[src/rtl/io_pulse_monitor.sv]
// io_pulse_monitor
//   Measures the single-bit io signal of the design under test. io_in is
//   synchronized, edges are detected, and the length of every completed
//   level phase (in clk cycles) is stored as a {level, width} record in a
//   small show-ahead FIFO drained through a valid/ready handshake.
//
// Ports
//   clk        system clock, all logic on the rising edge
//   rst        asynchronous active-high reset
//   io_in      monitored signal, asynchronous to clk
//   en         measurement enable
//   m_valid    a record is available at the FIFO head
//   m_ready    consumer accepts the head record
//   m_level    level of the completed phase at the head (0 when empty)
//   m_width    phase length in clk cycles, saturating (0 when empty)
//   edge_count measured edges since the last enable, wraps
//   fifo_level number of stored records
//   overflow   sticky: a record was dropped because the FIFO was full
module io_pulse_monitor #(
    parameter int unsigned CNT_W       = 16,
    parameter int unsigned FIFO_DEPTH  = 4,
    parameter int unsigned SYNC_STAGES = 2
) (
    input  logic                          clk,
    input  logic                          rst,
    input  logic                          io_in,
    input  logic                          en,
    output logic                          m_valid,
    input  logic                          m_ready,
    output logic                          m_level,
    output logic [CNT_W-1:0]              m_width,
    output logic [CNT_W-1:0]              edge_count,
    output logic [$clog2(FIFO_DEPTH):0]   fifo_level,
    output logic                          overflow
);

    localparam int unsigned AW = $clog2(FIFO_DEPTH);

    localparam logic [1:0] ST_IDLE    = 2'd0;
    localparam logic [1:0] ST_ARM     = 2'd1;
    localparam logic [1:0] ST_MEASURE = 2'd2;

    localparam logic [CNT_W-1:0] CNT_ONE  = CNT_W'(1);
    localparam logic [CNT_W-1:0] CNT_MAX  = '1;
    localparam logic [AW-1:0]    PTR_ONE  = AW'(1);
    localparam logic [AW:0]      LVL_ONE  = (AW+1)'(1);
    localparam logic [AW:0]      LVL_FULL = (AW+1)'(FIFO_DEPTH);

    // ------------------------------------------------------------------
    // Synchronizer and edge detect
    // ------------------------------------------------------------------
    logic [SYNC_STAGES-1:0] sync_q;
    logic                   prev_q;
    logic                   s;
    logic                   io_edge;

    always_ff @(posedge clk or posedge rst) begin
        if (rst) begin
            sync_q <= '0;
            prev_q <= 1'b0;
        end else begin
            sync_q <= {sync_q[SYNC_STAGES-2:0], io_in};
            prev_q <= s;
        end
    end

    assign s       = sync_q[SYNC_STAGES-1];
    assign io_edge = s ^ prev_q;

    // ------------------------------------------------------------------
    // Measurement FSM
    // ------------------------------------------------------------------
    logic [1:0]       state;
    logic [CNT_W-1:0] cnt;
    logic             push_v;
    logic             push_lvl;
    logic [CNT_W-1:0] push_w;
    logic             arm_start;

    assign arm_start = (state == ST_IDLE) && en;

    // Completed records pass through a one-cycle push register before the
    // FIFO write, so a record becomes visible SYNC_STAGES+1 cycles after
    // io_in is sampled. A registered record is still written if en drops
    // in between: the phase it describes was already complete.
    always_ff @(posedge clk or posedge rst) begin
        if (rst) begin
            state      <= ST_IDLE;
            cnt        <= '0;
            edge_count <= '0;
            push_v     <= 1'b0;
            push_lvl   <= 1'b0;
            push_w     <= '0;
        end else begin
            push_v <= 1'b0;
            if (!en) begin
                state <= ST_IDLE;
            end else begin
                case (state)
                    ST_IDLE: begin
                        state      <= ST_ARM;
                        edge_count <= '0;
                        cnt        <= CNT_ONE;
                    end
                    ST_ARM: begin
                        // The phase before the first edge is partial: discard.
                        if (io_edge) begin
                            state <= ST_MEASURE;
                            cnt   <= CNT_ONE;
                        end
                    end
                    ST_MEASURE: begin
                        if (io_edge) begin
                            push_v     <= 1'b1;
                            push_lvl   <= prev_q;
                            push_w     <= cnt;
                            edge_count <= edge_count + CNT_ONE;
                            cnt        <= CNT_ONE;
                        end else if (cnt != CNT_MAX) begin
                            cnt <= cnt + CNT_ONE;
                        end
                    end
                    default: begin
                        state <= ST_IDLE;
                    end
                endcase
            end
        end
    end

    // ------------------------------------------------------------------
    // Record FIFO (show-ahead)
    // ------------------------------------------------------------------
    logic             mem_lvl [FIFO_DEPTH];
    logic [CNT_W-1:0] mem_w   [FIFO_DEPTH];
    logic [AW-1:0]    wr_ptr;
    logic [AW-1:0]    rd_ptr;
    logic [AW:0]      count;
    logic             full;
    logic             pop;
    logic             push_ok;
    logic             drop;

    assign full    = (count == LVL_FULL);
    assign m_valid = (count != '0);
    assign pop     = m_valid && m_ready;
    // A pop in the same cycle frees the head slot, so a push into a full
    // FIFO is accepted when it coincides with a pop.
    assign push_ok = push_v && (!full || pop);
    assign drop    = push_v && full && !pop;

    always_ff @(posedge clk or posedge rst) begin
        if (rst) begin
            wr_ptr <= '0;
            rd_ptr <= '0;
            count  <= '0;
        end else begin
            if (push_ok) begin
                wr_ptr <= wr_ptr + PTR_ONE;
            end
            if (pop) begin
                rd_ptr <= rd_ptr + PTR_ONE;
            end
            case ({push_ok, pop})
                2'b10:   count <= count + LVL_ONE;
                2'b01:   count <= count - LVL_ONE;
                default: count <= count;
            endcase
        end
    end

    always_ff @(posedge clk) begin
        if (push_ok) begin
            mem_lvl[wr_ptr] <= push_lvl;
            mem_w[wr_ptr]   <= push_w;
        end
    end

    always_ff @(posedge clk or posedge rst) begin
        if (rst) begin
            overflow <= 1'b0;
        end else if (drop) begin
            overflow <= 1'b1;
        end else if (arm_start) begin
            overflow <= 1'b0;
        end
    end

    assign m_level    = m_valid ? mem_lvl[rd_ptr] : 1'b0;
    assign m_width    = m_valid ? mem_w[rd_ptr]   : '0;
    assign fifo_level = count;

endmodule

[config.mk]
export PLATFORM = sky130hd
export DESIGN_NAME = io_pulse_monitor
export DESIGN_NICKNAME = d
export VERILOG_FILES = /design/src/rtl/io_pulse_monitor.sv
export SDC_FILE = /design/constraint.sdc
export NUM_CORES = 1
export LEC_CHECK = 0
export CORE_ASPECT_RATIO = 0.5
export CORE_UTILIZATION = 33
export DETAILED_ROUTE_END_ITERATION = 8
export GPL_TIMING_DRIVEN = 1
export PLACE_DENSITY = 0.51
export REMOVE_ABC_BUFFERS = 1
export SLEW_MARGIN = 20
export SYNTH_ARGS = -nofsm -noshare
export SYNTH_HDL_FRONTEND = slang
export SYNTH_SLANG_ARGS = --single-unit
[constraint.sdc]
create_clock -name clk -period 3 [get_ports clk]
set_input_delay 0.45 -clock clk [delete_from_list [all_inputs] [get_ports clk]]
set_output_delay 0.45 -clock clk [all_outputs]
set_load 0.05 [all_outputs]
* Yosys cells after proc, flatten, opt, wreduce, memory -nomap -nowiden
Memories as Yosys holds them, arrays and structs flattened.
Cells that the tools add are included.
** Word-level totals
- Register bits :: 63
- RAM bits :: 68
- Word-level logic and storage cells :: 69
- Memories kept :: 2
** Memories
- mem_w :: words 4, bits a word 16, rd ports 1, clocked after memory_dff 0, write ports 1, RTL line 135 : logic [CNT_W-1:0] mem_w [FIFO_DEPTH];
- mem_lvl :: words 4, bits a word 1, rd ports 1, clocked after memory_dff 0, write ports 1, RTL line 134 : logic mem_lvl [FIFO_DEPTH];
** Operators by class
- $add $sub $neg :: 6
- Equal/unequal tests :: 11
- Multiplexer cells :: 19
- Bitwise logic cells :: 1
- Reductions and logical operators :: 18
** Operators with widths (number)
- 16-bit 2-to-1 mux :: 5
- 16-bit one-hot mux with 3 select lines :: 1
- 16-bit by 1-bit adder with 16-bit output (second input constant) :: 2
- 16-bit one-hot mux with 2 select lines :: 1
- 16-bit inequality test (second input constant) :: 1
- 1-bit 2-to-1 mux :: 8
- 2-bit inequality test (second input constant) :: 3
- 3-bit inequality test (second input constant) :: 2
- 2-bit one-hot mux with 3 select lines :: 1
- 3-bit one-hot mux with 2 select lines :: 1
- 3-bit AND reduction :: 2
- 2-bit nonzero test :: 3
- 3-bit nonzero test :: 2
- 1-bit logical AND :: 5
- 2-bit by 1-bit adder with 2-bit output (second input constant) :: 2
- 2-bit by 1-bit equality test with 1-bit output (second input constant) :: 2
- 2-bit equality test (second input constant) :: 2
- 2-bit 2-to-1 mux :: 2
- 4-bit AND reduction :: 1
- 3-bit by 1-bit adder with 3-bit output (second input constant) :: 1
- 3-bit equality test (second input constant) :: 1
- 3-bit by 1-bit subtractor with 3-bit output (second input constant) :: 1
- 1-bit logical NOT :: 2
- 2-bit logical NOT :: 1
- 3 further kinds :: 3

* Logic depth before layout (Yosys ltp)
- Word-level depth :: 6
- Mapped depth :: 8

* Worst setup path after synthesis
No wires, ideal clock.
- Path kind :: register to register
- Start :: reg count[2] (netlist: fifo_level[2])
- End :: reg count[2] (netlist: fifo_level[2])
- Library setup time :: 0.155 ns
- Arrival time :: 2.478 ns
- Data required time :: 2.845 ns
- Slack :: 0.366 ns
- Stages on the path, launching flop included :: 9
- Buffers on the path :: 1
- Cell sequence :: dfrtp_1 > or3_1 > clkbuf_1 > nand2_1 > fa_1 > nand2b_1 > nor2_1 > nand3b_1 > o221ai_1
** Between the ends
- Word-level cells in the longest chain between the ends :: 6
- Elaborated cells on any way between the ends :: 12
- Those cells by class :: add/sub (2); eq/ne (3); mux (1); reduce/logical (6)
** RTL lines
- start: declaration :: RTL line 138 : logic [AW:0] count;
- start signal: assignment :: RTL line 165 : 2'b10: count <= count + LVL_ONE;
- start signal: assignment :: RTL line 166 : 2'b01: count <= count - LVL_ONE;
- start signal: assignment :: RTL line 167 : default: count <= count;
- 3-bit nonzero test (*) :: RTL line 145 : assign m_valid = (count != '0);
- net m_valid :: RTL line 28 : output logic m_valid,
- 1-bit logical AND (*) :: RTL line 146 : assign pop = m_valid && m_ready;
- 1-bit logical OR :: RTL line 149 : assign push_ok = push_v && (!full || pop);
- 1-bit logical AND :: RTL line 149
- 2-bit by 1-bit equality test with 1-bit output or 2-bit equality test (tied branches) :: RTL line 164 : case ({push_ok, pop})
- 3-bit one-hot mux with 2 select lines or 2-bit nonzero test (tied branches)
The timed path passes the listed nets; every way through them passes the cells marked *.
A chain may end at the register's enable or synchronous reset.

* Worst setup path in the final report
- Start :: reg count[0] (netlist: fifo_level[0])
- End :: out m_valid
** Between the ends
- Word-level cells in the longest chain between the ends :: 1
** RTL lines (RTL line)
- 3-bit nonzero test :: 145
- end: declaration :: 28
No other way between the ends.

==> flow_metrics.py <==
metrics = {
    "grt": {
        "grt_pass1_wl_um": 19100,
        "grt_overflow_total": 0,
        "antenna_found_initial": 0,
        "gr-usage-all-layers_pct": 14.2,
        "grt_max_degree": 64,
        "grt_pass1_vias": 3561,
    },
    "yosys": {
        "yosysSeqAreaShare_pct": 62.9,
        "synth.largest_area_cell": "edfxtp_1",
        "ys_seq_elements": 131,
        "avgSynthCellArea_um2": 13.7,
        "synthArstFlopShare_pct": 48.1,
        "synthTopCellsByArea": "edfxtp_1 36%, dfrtp_1 27%, mux4_2 6.7%",
        "synth_flop_cell": "edfxtp_1",
        "netlist-cell-type-count": 53,
        "syn_inst": 420,
        "yosysTopAreaCellShare_pct": 35.5,
        "ys_warn_count": 0,
        "synth_edf_count": 68,
        "netlist_area_mm2": 0.00575,
    },
    "clock_network": {
        "cts.sink_count": 131,
        "cts_root_buf": "clkbuf_16",
        "htreeDepth": 4,
        "post-cts-setup-buffer-count": 0,
        "clockBufferDepth": 2,
        "clk_pin_slew_worst_paths_ns": 0.06,
        "ctsHoldBuffers": 0,
        "cts_tree": "done",
        "post_cts_resized": 0,
        "worstSkewPairLatency_ns": 0.42,
        "cts_buffers": 17,
    },
    "outcome": {
        "status": "completed",
    },
    "timing": {
        "slew_violations": 0,
        "rsz0062_at_grt": "false",
        "worst_slack_ns": 0.504,
        "report.final.hold_viol_count": 0,
        "finalCriticalPeriod_ns": 2.50,
        "fin_setup_tns_ns": 0,
        "max_freq_mhz": 401,
        "maxSlewHeadroom_pct": 42.7,
        "min_period_over_period_pct": 83.2,
        "worstMarginPinSlew_ns": 0.856,
        "fin_worst_skew_ns": 0.00772,
        "finalSetupViolations": 0,
    },
    "power": {
        "powerDensity_mw_per_mm2": 861,
        "p_sw_mw": 2.06,
        "swShare_pct": 34.0,
        "total_power_mw": 6.06,
        "p_leak_nw": 2.66,
        "cellInternalPower_mw": 4.00,
        "p_comb_share_pct": 30.5,
        "ir_drop_mv": 0.356,
        "pwr-share-clk_pct": 35.2,
        "seqPwrFrac_pct": 34.3,
    },
    "routing": {
        "drtIter0Drc": 179,
        "wirelength_um": 11600,
        "drc": 0,
        "firstDrtPassIters": 6,
        "drt-wirelength-per-cell_um": 16.3,
        "via_count": 3601,
        "viasPerCell": 5.03,
        "ant_nets": 0,
    },
    "floorplan": {
        "row_count": 33,
        "coreArea_mm2": 0.0167,
        "initial_core_util_pct": 34.4,
        "die_area_mm2": 0.0180,
        "num_io_pins": 43,
        "die_w_um": 189,
        "die-height_um": 95.4,
    },
    "setup_path": {
        "worstSetupEndpointType": "primary output",
        "crit_fanout": 6,
        "crit_type": "reg2out",
        "cp.required_ns": 2.55,
        "arrival_ns": 2.05,
        "slowest_delay_ns": 0.73,
        "crit_path_cell_trace": "or3_1 -> clkdlybuf4s50_1",
        "rr_worst_depth": 5,
        "cp-start-kind": "flip-flop",
        "crit_slowest_cell": "clkdlybuf4s50_1",
    },
    "place": {
        "dp_hpwl_um": 7360,
        "numPortBuffers": 42,
        "gp_congestion": 0.755,
        "dp_slack_ns": 0.529,
        "placed_cell_area_mm2": 0.00644,
    },
    "cells_and_area": {
        "finish.utilization_pct": 42.1,
        "nNetsFinal": 488,
        "antenna_cells": 0,
        "drive_gt1_share_pct": 21.7,
        "mostFrequentLayoutCells": "68 x edfxtp_1, 63 x dfrtp_1, 30 x buf_4",
        "fillers": 1550,
        "final_common_cell": "edfxtp_1",
        "final_cell_area_mm2": 0.00704,
        "syn_to_final_growth_pct": 22.4,
    },
    "flow_run": {
        "maxCapViolations": 0,
    },
    "min_path": {
        "hold_path.class": "reg2reg",
        "holdPathStages": 0,
    },
}
per-layer routing:
metal,vias to the layer above,track usage [%],routed length [um]
met5,-,0,0
met4,0,6.05,167
met3,12,4.01,504
met2,79,20.8,5020
met1,1805,19.9,5940
li1,1705,-,-
through the flow:
step | hold slack (ns) | std cells
global route | 0.364 | 716
finish | 0.344 | 716
CTS | 0.344 | 716
floorplan | 0.331 | 401
global placement | 0.334 | 684
detailed placement | 0.335 | 684
power groups by stage:
| stage | clock, mW | combinational [mW] | sequential, mW |
|---|---|---|---|
| 6_report | 2.13 | 1.85 | 2.08 |
| 3_5_place_dp | 0 | 1.89 | 2.12 |
| 5_1_grt | 2.26 | 2.00 | 2.10 |
| 2_1_floorplan | 0 | 1.21 | 2.23 |
| 3_3_place_gp | 0 | 1.89 | 2.11 |
| 4_1_cts | 2.18 | 1.90 | 2.08 |
synthesized netlist by cell type, drive strengths merged, types with 2 or more instances:
cell type,number
or4,6
a41o,2
or3,7
nand2b,9
mux2,18
a31oi,19
a21oi,14
nor3,5
nand3b,4
a22o,4
nor2b,2
xor2,2
nand4,8
a31o,2
nor4,3
nor2,19
xnor2,7
o21ai,15
a2bb2oi,2
clkbuf,10
ha,6
mux2i,3
and3,2
edfxtp,68
buf,9
a211oi,2
or2,2
dfrtp,63
and2,24
nand3,11
inv,15
nand2,23
o31ai,3
mux4,17
path summary, 6_finish.rpt:
check / slack, ns / start / end
max: 0.50 / fifo_level[0] / m_valid
min: 0.34 / sync_q[0] / sync_q[1]
max reg2reg: 0.68 / cnt[0] / cnt[2]
min reg2reg: 0.34 / sync_q[0] / sync_q[1]
max in group asynchronous: 2.29 / rst / cnt[8]
min in group asynchronous: 0.42 / rst / edge_count[7]
worst max-delay path: cells and delay by family, from the launching register on:
| kind | cells | cell delay (ns) |
|---|---|---|
| simple gates | 1 | 0.47 |
| flops | 1 | 0.43 |
| buf+inv | 1 | 0.73 |
registers in the layout, indices dropped and copies added, names as in the netlist:
signal and count:
overflow 1, cnt 16, sync_q 2, mem_lvl 4, state 2, edge_count 16
push_lvl 1, fifo_level 3, rd_ptr 2, push_v 1, prev_q 1, push_w 16
mem_w 64, wr_ptr 2
layout make-up:
cell class | instances | area [um^2] | area share (%)
clock inverters | 13 | 171 | 2.43
inverters | 15 | 56.3 | 0.800
clock buffers | 19 | 433 | 6.15
well taps | 227 | 284 | 4.03
repair buffers | 56 | 495 | 7.04
multi-input cells | 255 | 1980 | 28.1
flip-flops and latches | 131 | 3620 | 51.4
cell families after synthesis:
group	synth area share, %
flops	62.9
xor+xnor	1.37
compound gates	8.33
simple gates	12.4
mux	10.7
buf+inv	2.63
fa+ha+maj	1.65
No activity file was read; power rests on OpenSTA's default activity.
